## src/rtl/pwm_pkg.sv

```systemverilog
// Shared types and duty-cycle mapping for the PWM pattern generator.
// Purely combinational helpers; no timing or flow control lives here.
package pwm_pkg;

    typedef enum logic [1:0] {
        MODE_SQUARE = 2'b00,
        MODE_RAMP   = 2'b01,
        MODE_TRI    = 2'b10,
        MODE_OFF    = 2'b11
    } mode_e;

    // Widest index/counter the mapping function supports.
    localparam int MAX_W = 16;

    // Maps a pattern index to a CNT_W-bit duty, returned right-aligned in MAX_W bits.
    function automatic logic [MAX_W-1:0] duty_map(
        input logic [MAX_W-1:0] idx,
        input int               idx_w,
        input int               cnt_w,
        input mode_e            mode
    );
        logic [MAX_W-1:0] idx_mask;
        logic [MAX_W-1:0] half_mask;
        logic [MAX_W-1:0] cnt_mask;
        logic [MAX_W-1:0] tri_t;
        logic [MAX_W-1:0] res;
        logic             msb;
        idx_mask  = (MAX_W'(1) << idx_w) - MAX_W'(1);
        half_mask = idx_mask >> 1;
        cnt_mask  = (MAX_W'(1) << cnt_w) - MAX_W'(1);
        msb       = |(idx & (MAX_W'(1) << (idx_w - 1)));
        // Falling half of the triangle mirrors the rising half.
        tri_t     = msb ? (~idx & half_mask) : (idx & half_mask);
        res       = '0;
        case (mode)
            MODE_SQUARE: res = msb ? '0 : cnt_mask;
            MODE_RAMP:   res = (idx & idx_mask) >> (idx_w - cnt_w);
            MODE_TRI:    res = (tri_t << 1) >> (idx_w - cnt_w);
            default:     res = '0;
        endcase
        return res;
    endfunction

endpackage

```

## src/rtl/pwm_channel.sv

```systemverilog
// One PWM output: duty latched at the period wrap, compared against the shared counter.
// Pulse is registered, 1 cycle behind the count it reflects; no backpressure.
module pwm_channel
    import pwm_pkg::*;
#(
    parameter int CNT_W = 6,
    parameter int IDX_W = 6
) (
    input  logic             sysclk,
    input  logic             rst_n,
    input  logic             wrap,
    input  logic [CNT_W-1:0] count,
    input  logic [IDX_W-1:0] index,
    input  logic [1:0]       mode,
    input  logic             enable,
    output logic             pulse
);

    logic [CNT_W-1:0] duty_d;
    logic [CNT_W-1:0] duty_q;

    always_comb begin
        duty_d = CNT_W'(duty_map(MAX_W'(index), IDX_W, CNT_W, mode_e'(mode)));
    end

    // Duty only changes on the wrap edge so no pulse is ever truncated mid-period.
    always_ff @(posedge sysclk or negedge rst_n) begin
        if (!rst_n) begin
            duty_q <= '0;
            pulse  <= 1'b0;
        end else begin
            if (wrap) begin
                duty_q <= duty_d;
            end
            pulse <= enable && (count < duty_q);
        end
    end

endmodule

```

## src/rtl/pwm_pattern_gen.sv

```systemverilog
// Multi-channel PWM pattern generator: free-running counter, prescaled pattern index, per-channel duty.
// Outputs registered (1-cycle latency); free-running, no backpressure.
module pwm_pattern_gen
    import pwm_pkg::*;
#(
    parameter int CNT_W = 6,
    parameter int IDX_W = 6,
    parameter int CH    = 4,
    parameter int PRE_W = 4
) (
    input  logic              sysclk,
    input  logic              rst_n,
    input  logic [CH-1:0]     enable,
    input  logic [2*CH-1:0]   mode,
    input  logic [PRE_W-1:0]  prescale,
    output logic [CH-1:0]     pulse,
    output logic              period_tick,
    output logic [IDX_W-1:0]  index
);

    logic [CNT_W-1:0] count;
    logic [PRE_W-1:0] pre_cnt;
    logic             wrap;

    assign wrap = &count;

    // >= rather than == so lowering prescale mid-step cannot strand pre_cnt above it.
    always_ff @(posedge sysclk or negedge rst_n) begin
        if (!rst_n) begin
            count       <= '0;
            pre_cnt     <= '0;
            index       <= '0;
            period_tick <= 1'b0;
        end else begin
            count       <= count + 1'b1;
            period_tick <= wrap;
            if (wrap) begin
                if (pre_cnt >= prescale) begin
                    pre_cnt <= '0;
                    index   <= index + 1'b1;
                end else begin
                    pre_cnt <= pre_cnt + 1'b1;
                end
            end
        end
    end

    for (genvar c = 0; c < CH; c++) begin : g_ch
        pwm_channel #(
            .CNT_W (CNT_W),
            .IDX_W (IDX_W)
        ) u_ch (
            .sysclk (sysclk),
            .rst_n  (rst_n),
            .wrap   (wrap),
            .count  (count),
            .index  (index),
            .mode   (mode[2*c +: 2]),
            .enable (enable[c]),
            .pulse  (pulse[c])
        );
    end

endmodule

```

## config.mk

```make
export PLATFORM = sky130hd
export DESIGN_NAME = pwm_pattern_gen
export DESIGN_NICKNAME = d
export VERILOG_FILES = /design/src/rtl/pwm_pkg.sv /design/src/rtl/pwm_channel.sv /design/src/rtl/pwm_pattern_gen.sv
export SDC_FILE = /design/constraint.sdc
export NUM_CORES = 1
export LEC_CHECK = 0
export BUFFER_PORTS_ARGS = -buffer_cell sky130_fd_sc_hd__buf_2
export CAP_MARGIN = 5
export CORE_MARGIN = 2
export CORE_UTILIZATION = 64
export DETAILED_ROUTE_END_ITERATION = 7
export GPL_ROUTABILITY_DRIVEN = 0
export GPL_TIMING_DRIVEN = 0
export PLACE_DENSITY = 0.91
export SETUP_SLACK_MARGIN = 0.15
export SLEW_MARGIN = 15
export SYNTH_ARGS = -nofsm -noshare
export SYNTH_HDL_FRONTEND = slang
export SYNTH_SLANG_ARGS = --single-unit
export TNS_END_PERCENT = 50
```

## constraint.sdc

```tcl
create_clock -name sysclk -period 5.5 [get_ports sysclk]
set_input_delay 0.275 -clock sysclk [delete_from_list [all_inputs] [get_ports sysclk]]
set_output_delay 0.275 -clock sysclk [all_outputs]
set_load 0.01 [all_outputs]
```

# Word level (Yosys, flattened, before mapping)
# Cells that the tools add are included.
[classes]
n_addsub = 3
order_cmp = 5
n_eq_ne = 8
muxes = 7
bitwise = 1
reduce_logical = 10
[ops]
columns = ["op", "count"]
rows = [
  ["$pmux W6 S3", 4],
  ["$lt A6 B6 Y1", 4],
  ["$add A6 B1 Y6 const B", 2],
  ["$eq A2 B1 Y1 const B", 4],
  ["$eq A2 B2 Y1 const B", 4],
  ["$logic_not A2 Y1", 4],
  ["$reduce_and A7 Y1", 1],
  ["$mux W6", 1],
  ["$reduce_and A6 Y1", 1],
  ["$mux W5", 1],
  ["$not A5 Y5", 1],
  ["$add A4 B1 Y4 const B", 1],
  ["$ge A4 B4 Y1", 1],
  ["$logic_and A1 B1 Y1", 4],
  ["$mux W4", 1],
]
[word_totals]
register_bits = 45
input_bits = 18
output_inout_bits = 11

# Longest topological paths before layout
# Gate-level depths: netlist (run 1).
[depth]
depth_word = 3
depth_mapped = 8
mapped_depth_nobuf = 6

# Modules after synthesis
# A second synthesis (run 1) with hierarchy kept.
[unflattened]
hier_cells = 292
hier_area_um2 = 2890.3
[by_module_without_submodules]
columns = ["mod", "n_inst", "cells_per_inst", "area_each_um2", "seq_area_each_um2"]
rows = [
  ["pwm_channel", 4, 54, 506.7, 175.2],
  ["pwm_pattern_gen", 1, 76, 863.3, 425.4],
]

# Least setup slack after synthesis (run 1)
# OpenSTA, ideal clock, no wires.
[synth_timing]
kind = "register to register"
start = "register pre_cnt[0]"
end = "register index[1]"
t_arrival_ns = 1.796
required_ns = 5.372
slack_ns = 3.576
stages_incl_launch_ff = 7
path_buffers = 0
period_less_slack_ns = 1.924
path_cell_list = "dfrtp_1 inv_1 ha_1 nand2b_4 a2111oi_4 nor3_2 mux2_1"
[synth_via]
elab_chain_cells = 2
[synth_lines]
columns = ["item", "line_no", "rtl"]
rows = [
  ["start: declaration", "pwm_pattern_gen.sv:22", "logic [PRE_W-1:0] pre_cnt;"],
  ["start signal: assignment", "pwm_pattern_gen.sv:42", "pre_cnt <= pre_cnt + 1'b1;"],
  ["$ge A4 B4 Y1", "pwm_pattern_gen.sv:38", "if (pre_cnt >= prescale) begin"],
  ["$reduce_and A7 Y1 (no line)", "n/a", ""],
  ["end signal: assignment", "pwm_pattern_gen.sv:40", "index <= index + 1'b1;"],
  ["end: declaration", "pwm_pattern_gen.sv:18", "output logic [IDX_W-1:0] index"],
]
# Every way passes these cells.
# A chain may end at the register's enable or synchronous reset.

# Final worst setup path (run 1)
# Ends and elaborated chain as after synthesis.

==> impl_metrics.env, run 1 <==
export IMPL_clock_path_buffers=2
export IMPL_cts_hold_buffers=0
export IMPL_crit_path_end="index[1]"
export IMPL_start_util=0.673
export IMPL_fmax_ghz=0.469
export IMPL_hpwlAfterDp_mm=4.52
export IMPL_synthCells=312
export IMPL_core_area_mm2=0.00441
export IMPL_wl_per_cell_um=16.1
export IMPL_post_cts_buffers=0
export IMPL_crit_required_ns=5.69
export IMPL_via_per_inst=6.00
export IMPL_synth_area_mm2=0.00297
export IMPL_layoutNonFillerInstCount=396
export IMPL_clk_latency_ns=0.30
export IMPL_yosysWarnings=0
export IMPL_seq_area_frac_synth=0.379
export IMPL_area_growth_pct=9.31
export IMPL_numPortBuffers=25
export IMPL_crit_path_end_kind="flip-flop"
export IMPL_max_slew_margin=0.340
export IMPL_die_x_um=72.1
export IMPL_dieArea_mm2=0.00520
export IMPL_drv_cap=0
export IMPL_synth_edf_count=0
export IMPL_routed_wl_mm=6.39
export IMPL_min_period_ns=2.13
export IMPL_grt_pass1_wl_mm=10.9
export IMPL_fin_crit_sh=0.387
export IMPL_ant_nets=0
export IMPL_slew_viol_final=0
export IMPL_clkTransAtPathRegs_ns=0.08
export IMPL_power_density_mw_per_mm2=191
export IMPL_cp_arrival_ns=2.32
export IMPL_hold_violations=0
export IMPL_r2r_start="pre_cnt[0]"
export IMPL_rr_endpoint="index[1]"
export IMPL_rows=24
export IMPL_cp_max_fo=8
export IMPL_fin_setup_tns_ns=0
export IMPL_grt_ovfl_total=0
export IMPL_synth_top_cell_by_area="dfrtp_1"
export IMPL_ys_types=40
export IMPL_avgSynthCellArea_um2=9.52
export IMPL_grt_use_total=0.274
export IMPL_synth_area_top_cells="dfrtp_1, ha_1, xnor2_1"
export IMPL_drive_gt1_frac=0.157
export IMPL_syn_nets=357
export IMPL_setup_viol=0
export IMPL_io_pins=29
export IMPL_tightest_slew_ns=0.991
export IMPL_routed_via_count=2375
export IMPL_synth_top_area_share=0.379
export IMPL_power_leakage_nw=1.80
export IMPL_antenna_found_initial=0
export IMPL_async_flop_share=1.00
export IMPL_nets=389
export IMPL_cts_buffers=5
export IMPL_synth_common_cells="dfrtp_1, inv_1, nand2_1, ha_1, o21ai_0"
export IMPL_peakVddDrop_mv=0.155
export IMPL_critPathKind="reg2reg"
export IMPL_synth_seq_cells=45
export IMPL_r2r_slack_ns=3.37
export IMPL_diodes=0
export IMPL_drc=0
export IMPL_cts_htree_levels=2
export IMPL_drtIter0Drc=171
export IMPL_cts_tree="yes"
export IMPL_cts_resized=0
export IMPL_placedCellCount=389
export IMPL_die_h_um=72.1
export IMPL_dr_pass1_iters=6
export IMPL_cts_root_buf="clkbuf_8"
export IMPL_cts_sinks=45
export IMPL_yosysMostFrequentCell="dfrtp_1"
export IMPL_grt_max_degree=46
export IMPL_ys_flop_type="dfrtp_1"
export IMPL_reg2regPathDepth=6
export IMPL_critPathLaunchType="flip-flop"
export IMPL_hold_class="in2async"
export IMPL_rsz0062_at_grt="false"
export IMPL_finalClockSkew_ns=0.00680
export IMPL_grt_pass1_vias=2333
export IMPL_cp_startpoint="pre_cnt[0]"
export IMPL_status="finished clean"
[worst min-delay path by stage]
stage	end	slack, ns	cells after the start
after CTS	g_ch[1].u_ch.duty_q[2]	0.17	1
after detailed placement	g_ch[2].u_ch.duty_q[5]	0.47	1
after global routing	g_ch[0].u_ch.pulse	0.21	3
after global placement	g_ch[3].u_ch.duty_q[1]	0.46	2
final	g_ch[1].u_ch.pulse	0.14	1
after floorplan	count[0]	-0.02	0
[cell families (layout without fill, tap and decap cells)]
family,Yosys count,after routing,synth area share
compound gates,83,83,0.198
xor+xnor,22,22,0.0649
fa+ha+maj,27,27,0.114
buf+inv,53,85,0.0784
flops,45,45,0.379
mux,6,6,0.0228
simple gates,76,76,0.142
[flip-flops by register name, indices dropped and copies added, names as in the netlist]
register and flops:
g_ch.u_ch.pulse 4, g_ch.u_ch.duty_q 24, count 6, pre_cnt 4, index 6, period_tick 1
[power by group]
group / internal, mW / switching, mW
clock network: 0.0997 / 0.106
logic: 0.0338 / 0.0436
registers: 0.334 / 0.00232
total: 0.468 / 0.152
[through the flow]
| step | setup WS (ns) | utilization | instance area, um^2 | power, mW | hold slack, ns |
|---|---|---|---|---|---|
| 6_report | 3.37 | 0.735 | 3250 | 0.620 | 0.136 |
| 3_3_place_gp | 3.42 | 0.716 | 3160 | 0.417 | 0.461 |
| 3_5_place_dp | 3.39 | 0.716 | 3160 | 0.419 | 0.465 |
| 2_1_floorplan | 3.58 | - | 2970 | 0.394 | -0.0206 |
| 5_1_grt | 3.25 | 0.735 | 3250 | 0.649 | 0.210 |
| 4_1_cts | 3.38 | 0.735 | 3250 | 0.622 | 0.173 |
[cell type report]
| cell class | instances | area, um^2 |
|---|---|---|
| Multi-Input combinational cell | 214 | 1610 |
| Fill cell | 310 | 1170 |
| Sequential cell | 45 | 1130 |
| Timing Repair Buffer | 25 | 125 |
| Buffer | 22 | 116 |
| Inverter | 31 | 116 |
| Clock buffer | 7 | 86.3 |
| Tap cell | 52 | 65.1 |
[cell usage in the layout, fill, tap and decap left out, drive strengths merged, types with 5 or more instances in the layout]
cell     instances
ha              27
inv             30
o21ai           21
nor4             5
a21oi           16
buf             34
xor2             8
a21o            15
dfrtp           45
nand2           28
nor2             7
nand2b          17
nand3            6
xnor2           14
clkbuf          20
a2bb2oi         12
mux2             6
[metal layers]
layer	global-route usage	part of all wire	vias up
met4	0.109	0.017	0
met3	0.0569	0.058	12
li1	-	-	1139
met5	0	0	-
met2	0.438	0.49	89
met1	0.368	0.43	1135
[worst max-delay path: stages (launching register included)]
cell,delay (ns)
dfrtp_1,0.39
inv_1,0.08
ha_1,0.27
nand2b_4,0.15
a2111oi_4,0.66
nor3_2,0.13
mux2_1,0.33
Note: power is estimated with default switching activity, not from simulation.
==> run 2: changes to the inputs <==
CORE_UTILIZATION = 59   (was 64)
PLACE_DENSITY = 0.86   (was 0.91)
clock period = 2 ns   (was 5.5 ns; I/O delays follow)
==> run 2 against run 1 <==
The flow now finishes with violations (hold timing). Global-route usage shrank 2.2 points. Clock power grew to 2.6 times the previous value. Maximum frequency grew 19%. Final area grew 3.2%. Die area grew 8.0%. Largest power group unchanged.
==> impl_metrics.env, run 2 (same netlist as run 1, synthesis figures left out) <==
export IMPL_clk_latency_ns=0.30
export IMPL_cp_arrival_ns=1.97
export IMPL_cp_max_fo=6
export IMPL_grtUsageMet3=0.0495
export IMPL_top_regs="g_ch.u_ch.duty_q x24, count x6, index x6"
export IMPL_drtIter0Drc=164
export IMPL_use_met2=0.429
export IMPL_seqPwrFrac=0.549
export IMPL_fin_crit_sh=0.892
export IMPL_grt_use_total=0.253
export IMPL_antenna_found_initial=0
export IMPL_use_met1=0.332
export IMPL_cts_buffers=5
export IMPL_slew_viol_final=0
export IMPL_switching_share=0.250
export IMPL_clock_path_buffers=2
export IMPL_routed_wl_mm=6.35
export IMPL_max_slew_margin=0.326
export IMPL_num_fill_cells=384
export IMPL_crit_required_ns=2.19
export IMPL_clock_power_share=0.321
export IMPL_hold_violations=45
export IMPL_drv_cap=0
export IMPL_power_frac_comb=0.130
export IMPL_cp_slowest_cell="dfrtp_1"
export IMPL_cts_root_buf="clkbuf_8"
export IMPL_hpwlAfterDp_mm=4.42
export IMPL_numPortBuffers=25
export IMPL_rows=25
export IMPL_crit_buf_inv=2
export IMPL_critPathMaxStageDelay_ns=0.41
export IMPL_path_cells="inv_2, ha_4, nand2b_4, a2111oi_4, buf_6, nor3_4, mux2_4"
export IMPL_via_per_inst=5.67
export IMPL_grt_max_degree=46
export IMPL_internal_power_mw=1.26
export IMPL_core_area_mm2=0.00479
export IMPL_drive_gt1_frac=0.206
export IMPL_area_growth_pct=12.9
export IMPL_final_common_cell="dfrtp_1"
export IMPL_status="finished with violations"
export IMPL_grt_pass1_wl_mm=10.5
export IMPL_rsz0062_at_grt="true"
export IMPL_grt_ovfl_total=0
export IMPL_fmax_ghz=0.560
export IMPL_busiest_layer="met2"
export IMPL_min_period_ns=1.78
export IMPL_dieArea_mm2=0.00562
export IMPL_cts_htree_levels=2
export IMPL_critPathKind="reg2reg"
export IMPL_io_pins=29
export IMPL_wl_per_cell_um=15.2
export IMPL_peakVddDrop_mv=0.403
export IMPL_final_cell_mix="dfrtp_1, buf_2, inv_1, nand2_1, ha_1"
export IMPL_grt_pass1_vias=2201
export IMPL_start_util=0.620
export IMPL_nets=394
export IMPL_die_h_um=74.9
export IMPL_cts_sinks=45
export IMPL_clkTransAtPathRegs_ns=0.08
export IMPL_die_x_um=74.9
export IMPL_setup_viol=0
export IMPL_crit_path_end_kind="flip-flop"
export IMPL_violations="hold timing"
export IMPL_critPathLaunchType="flip-flop"
export IMPL_final_cell_area_mm2=0.00335
export IMPL_crit_family="flip-flops"
export IMPL_hold_class="in2async"
export IMPL_largest_register="g_ch.u_ch.duty_q"
export IMPL_largest_reg_flops=24
export IMPL_routed_via_count=2363
export IMPL_cts_tree="yes"
export IMPL_finalClockSkew_ns=0.00230
export IMPL_holdWs_ns=-0.0349
export IMPL_placedCellCount=404
export IMPL_place_area_mm2=0.00319
export IMPL_dr_pass1_iters=5
export IMPL_ant_nets=0
export IMPL_power_leakage_nw=1.81
export IMPL_p_switching_mw=0.421
export IMPL_power_density_mw_per_mm2=503
export IMPL_diodes=0
export IMPL_drc=0
export IMPL_layoutNonFillerInstCount=417
export IMPL_tightest_slew_ns=1.01
## run 2: cell count changes in the layout (fill, tap and decap cells not counted), sizes merged
cell / delta
buf: +7
clkbuf: -1
clkinv: -1
clkinvlp: +1
## run 2: final timing paths
| path | startpoint | end | slack, ns | depth (start not counted) |
|---|---|---|---|---|
| setup reg to reg | pre_cnt[0] | index[1] | 0.22 | 7 |
| hold reg to reg | g_ch[0].u_ch.duty_q[5] | g_ch[0].u_ch.duty_q[5] | 0.48 | 1 |
| max in group asynchronous | rst_n | count[3] | 1.34 | 1 |
| hold / removal | rst_n | count[0] | -0.03 | 1 |
| setup / recovery | pre_cnt[0] | index[1] | 0.22 | 7 |
| min in group sysclk | enable[3] | g_ch[3].u_ch.pulse | 0.04 | 3 |
## run 2: metal layers
metal	part of all wire	up-vias
li1	-	1157
met1	0.45	1116
met2	0.48	79
met3	0.054	11
met4	0.011	0
met5	0	-
## run 2: timing repair
action / in CTS / in global routing
setup endpoints to repair: 33 / 21
gates resized for setup: 7 / 10
buffers inserted: 5 / 0
pin swaps: 1 / 3
hold buffers: 0 / 0
## run 2: cell type report
class | instances | area (um^2) | area share
multi-input cells | 214 | 1650 | 0.491
flip-flops and latches | 45 | 1130 | 0.338
repair buffers | 30 | 170 | 0.0508
inverters | 31 | 120 | 0.0358
plain buffers | 22 | 119 | 0.0355
well taps | 67 | 83.8 | 0.0250
clock buffers | 8 | 80.1 | 0.0239
## run 2: stage by stage
stage          setup slack [ns]  power, mW  utilization  setup TNS [ns]  hold WS (ns)
6_report                  0.215       1.69        0.700               0       -0.0349
5_1_grt                   0.120       1.76        0.700               0        0.0349
4_1_cts                   0.151       1.69        0.695               0       0.00150
3_5_place_dp            -0.0208       1.15        0.667         -0.0938         0.322
3_3_place_gp           -0.00606       1.15        0.667        -0.00843         0.317
2_1_floorplan             0.145       1.08            -               0        -0.196
## run 2: power groups by stage
stage | registers (mW) | clock network (mW) | logic, mW
after floorplan | 0.944 | 0 | 0.139
after global placement | 0.943 | 0 | 0.204
after detailed placement | 0.944 | 0 | 0.210
after CTS | 0.925 | 0.547 | 0.216
after global routing | 0.927 | 0.590 | 0.241
final | 0.926 | 0.541 | 0.218
==> run 3: changes to the inputs <==
CORE_MARGIN = default   (was 2)
==> run 3 against run 2 <==
The flow now finishes without violations. Count of clock-buffer cells in the layout is 1 lower. Largest power group unchanged. Power is 1.8% higher. Sequential share of layout area is 0.075 points higher. Critical endpoint is now index[4]. Sequential power hardly changed. Via count is 0.38% lower. First-iteration DRC count is 24% higher. Cell count stayed put. Non-clock buffer count is 1 higher. Sequential cell count stayed put. Critical path type unchanged. Routed wire length hardly changed. Worst setup slack worse by 0.0075 ns.
==> impl_metrics.env, run 3 (same netlist as run 1, synthesis figures left out) <==
export IMPL_status="finished clean"
export IMPL_antenna_found_initial=0
export IMPL_crit_path_end_kind="flip-flop"
export IMPL_p_total_mw=1.71
export IMPL_cp_max_fo=6
export IMPL_hold_class="in2reg"
export IMPL_via_per_inst=5.65
export IMPL_placedCellCount=404
export IMPL_drv_cap=0
export IMPL_routed_wl_mm=6.35
export IMPL_cp_slowest_cell="dfrtp_1"
export IMPL_rows=25
export IMPL_tightest_slew_ns=0.998
export IMPL_rsz0062_at_grt="true"
export IMPL_finalClockSkew_ns=0.00313
export IMPL_hpwlAfterDp_mm=4.51
export IMPL_hold_violations=0
export IMPL_numPortBuffers=25
export IMPL_peakVddDrop_mv=0.401
export IMPL_critPathKind="reg2reg"
export IMPL_setup_viol=0
export IMPL_layoutNonFillerInstCount=417
export IMPL_grt_pass1_vias=2335
export IMPL_path_common_cell="buf_4"
export IMPL_cts_tree="yes"
export IMPL_grt_use_total=0.277
export IMPL_clk_latency_ns=0.30
export IMPL_clkTransAtPathRegs_ns=0.08
export IMPL_largest_register="g_ch.u_ch.duty_q"
export IMPL_grt_max_degree=46
export IMPL_ant_nets=0
export IMPL_max_slew_margin=0.335
export IMPL_start_util=0.620
export IMPL_nets=395
export IMPL_area_growth_pct=12.7
export IMPL_top_regs="g_ch.u_ch.duty_q x24, count x6, index x6"
export IMPL_die_x_um=72.9
export IMPL_dr_pass1_iters=4
export IMPL_grtUsageMet3=0.0511
export IMPL_fmax_ghz=0.558
export IMPL_routed_via_count=2354
export IMPL_core_area_mm2=0.00479
export IMPL_critPathMaxStageDelay_ns=0.41
export IMPL_drtIter0Drc=204
export IMPL_use_met1=0.346
export IMPL_crit_required_ns=2.17
export IMPL_diodes=0
export IMPL_clock_path_buffers=2
export IMPL_cts_root_buf="clkbuf_8"
export IMPL_final_cell_mix="dfrtp_1, inv_1, buf_2, nand2_1, ha_1"
export IMPL_fin_crit_sh=0.896
export IMPL_final_cell_area_mm2=0.00335
export IMPL_cts_buffers=5
export IMPL_use_met2=0.480
export IMPL_die_h_um=72.9
export IMPL_critPathLaunchType="flip-flop"
export IMPL_final_common_cell="dfrtp_1"
export IMPL_drive_gt1_frac=0.206
export IMPL_drc=0
export IMPL_wl_per_cell_um=15.2
export IMPL_power_leakage_nw=1.82
export IMPL_slew_viol_final=0
export IMPL_largest_reg_flops=24
export IMPL_grt_ovfl_total=0
export IMPL_min_period_ns=1.79
export IMPL_io_pins=29
export IMPL_grt_pass1_wl_mm=11.0
export IMPL_busiest_layer="met2"
export IMPL_path_cells="inv_2, ha_4, nand2b_4, a2111oi_4, buf_4, buf_4, nor4_1, xor2_1"
export IMPL_place_area_mm2=0.00319
export IMPL_cts_htree_levels=2
export IMPL_cp_arrival_ns=1.96
export IMPL_power_density_mw_per_mm2=512
export IMPL_dieArea_mm2=0.00532
export IMPL_cts_sinks=45
==> run 3: repair_timing <==
action	in CTS	in global routing
endpoints found under the setup margin	32	28
buffers inserted	4	1
hold endpoints to repair	3	0
hold buffers	1	0
pin swaps	1	1
resized for setup	5	7
==> run 3: path summary, 6_finish.rpt <==
kind / end / depth (start not counted) / slack [ns] / startpoint
worst max register to register: index[4] / 8 / 0.21 / pre_cnt[0]
worst min register to register: g_ch[2].u_ch.duty_q[5] / 1 / 0.48 / g_ch[2].u_ch.duty_q[5]
max in group asynchronous: count[3] / 2 / 0.82 / rst_n
worst max-delay path: index[4] / 8 / 0.21 / pre_cnt[0]
worst min-delay path: g_ch[1].u_ch.pulse / 3 / 0.04 / enable[1]
min in group asynchronous: g_ch[2].u_ch.pulse / 2 / 0.51 / rst_n
==> run 3: area by class of cell <==
type / count / area, um^2
Fill cell: 367 / 1440
Multi-Input combinational cell: 214 / 1640
Buffer: 22 / 119
Clock buffer: 7 / 86.3
Inverter: 31 / 116
Sequential cell: 45 / 1130
Timing Repair Buffer: 31 / 173
Tap cell: 67 / 83.8
==> run 3: metal layers <==
layer | vias to the layer above | share of wire
met1 | 1143 | 0.43
li1 | 1143 | -
met5 | - | 0
met4 | 0 | 0.012
met2 | 62 | 0.50
met3 | 6 | 0.054
==> run 3: where the power goes <==
group / internal (mW) / switching, mW / leakage (nW)
registers: 0.919 / 0.00616 / 0.468
clock network: 0.274 / 0.297 / 0.0443
logic: 0.0963 / 0.122 / 1.31
==> run 3: critical path: cells and delay by family, from the launching register on <==
family	cells	cell delay, ns
buffers and inverters	3	0.43
flip-flops	1	0.41
AO/OA/AOI/OAI	1	0.27
AND/OR/NAND/NOR	2	0.20
adder cells (fa/ha/maj)	1	0.19
XOR/XNOR	1	0.16
==> run 3: stage by stage <==
step / setup TNS [ns] / hold slack (ns) / utilization / worst slack [ns]
after floorplan: 0 / -0.196 / - / 0.145
after global placement: -0.00307 / 0.313 / 0.667 / -0.00307
after detailed placement: -0.0915 / 0.322 / 0.667 / -0.0261
after CTS: 0 / 0.0351 / 0.695 / 0.136
after global routing: 0 / 0.0472 / 0.699 / 0.119
final: 0 / 0.0363 / 0.699 / 0.208
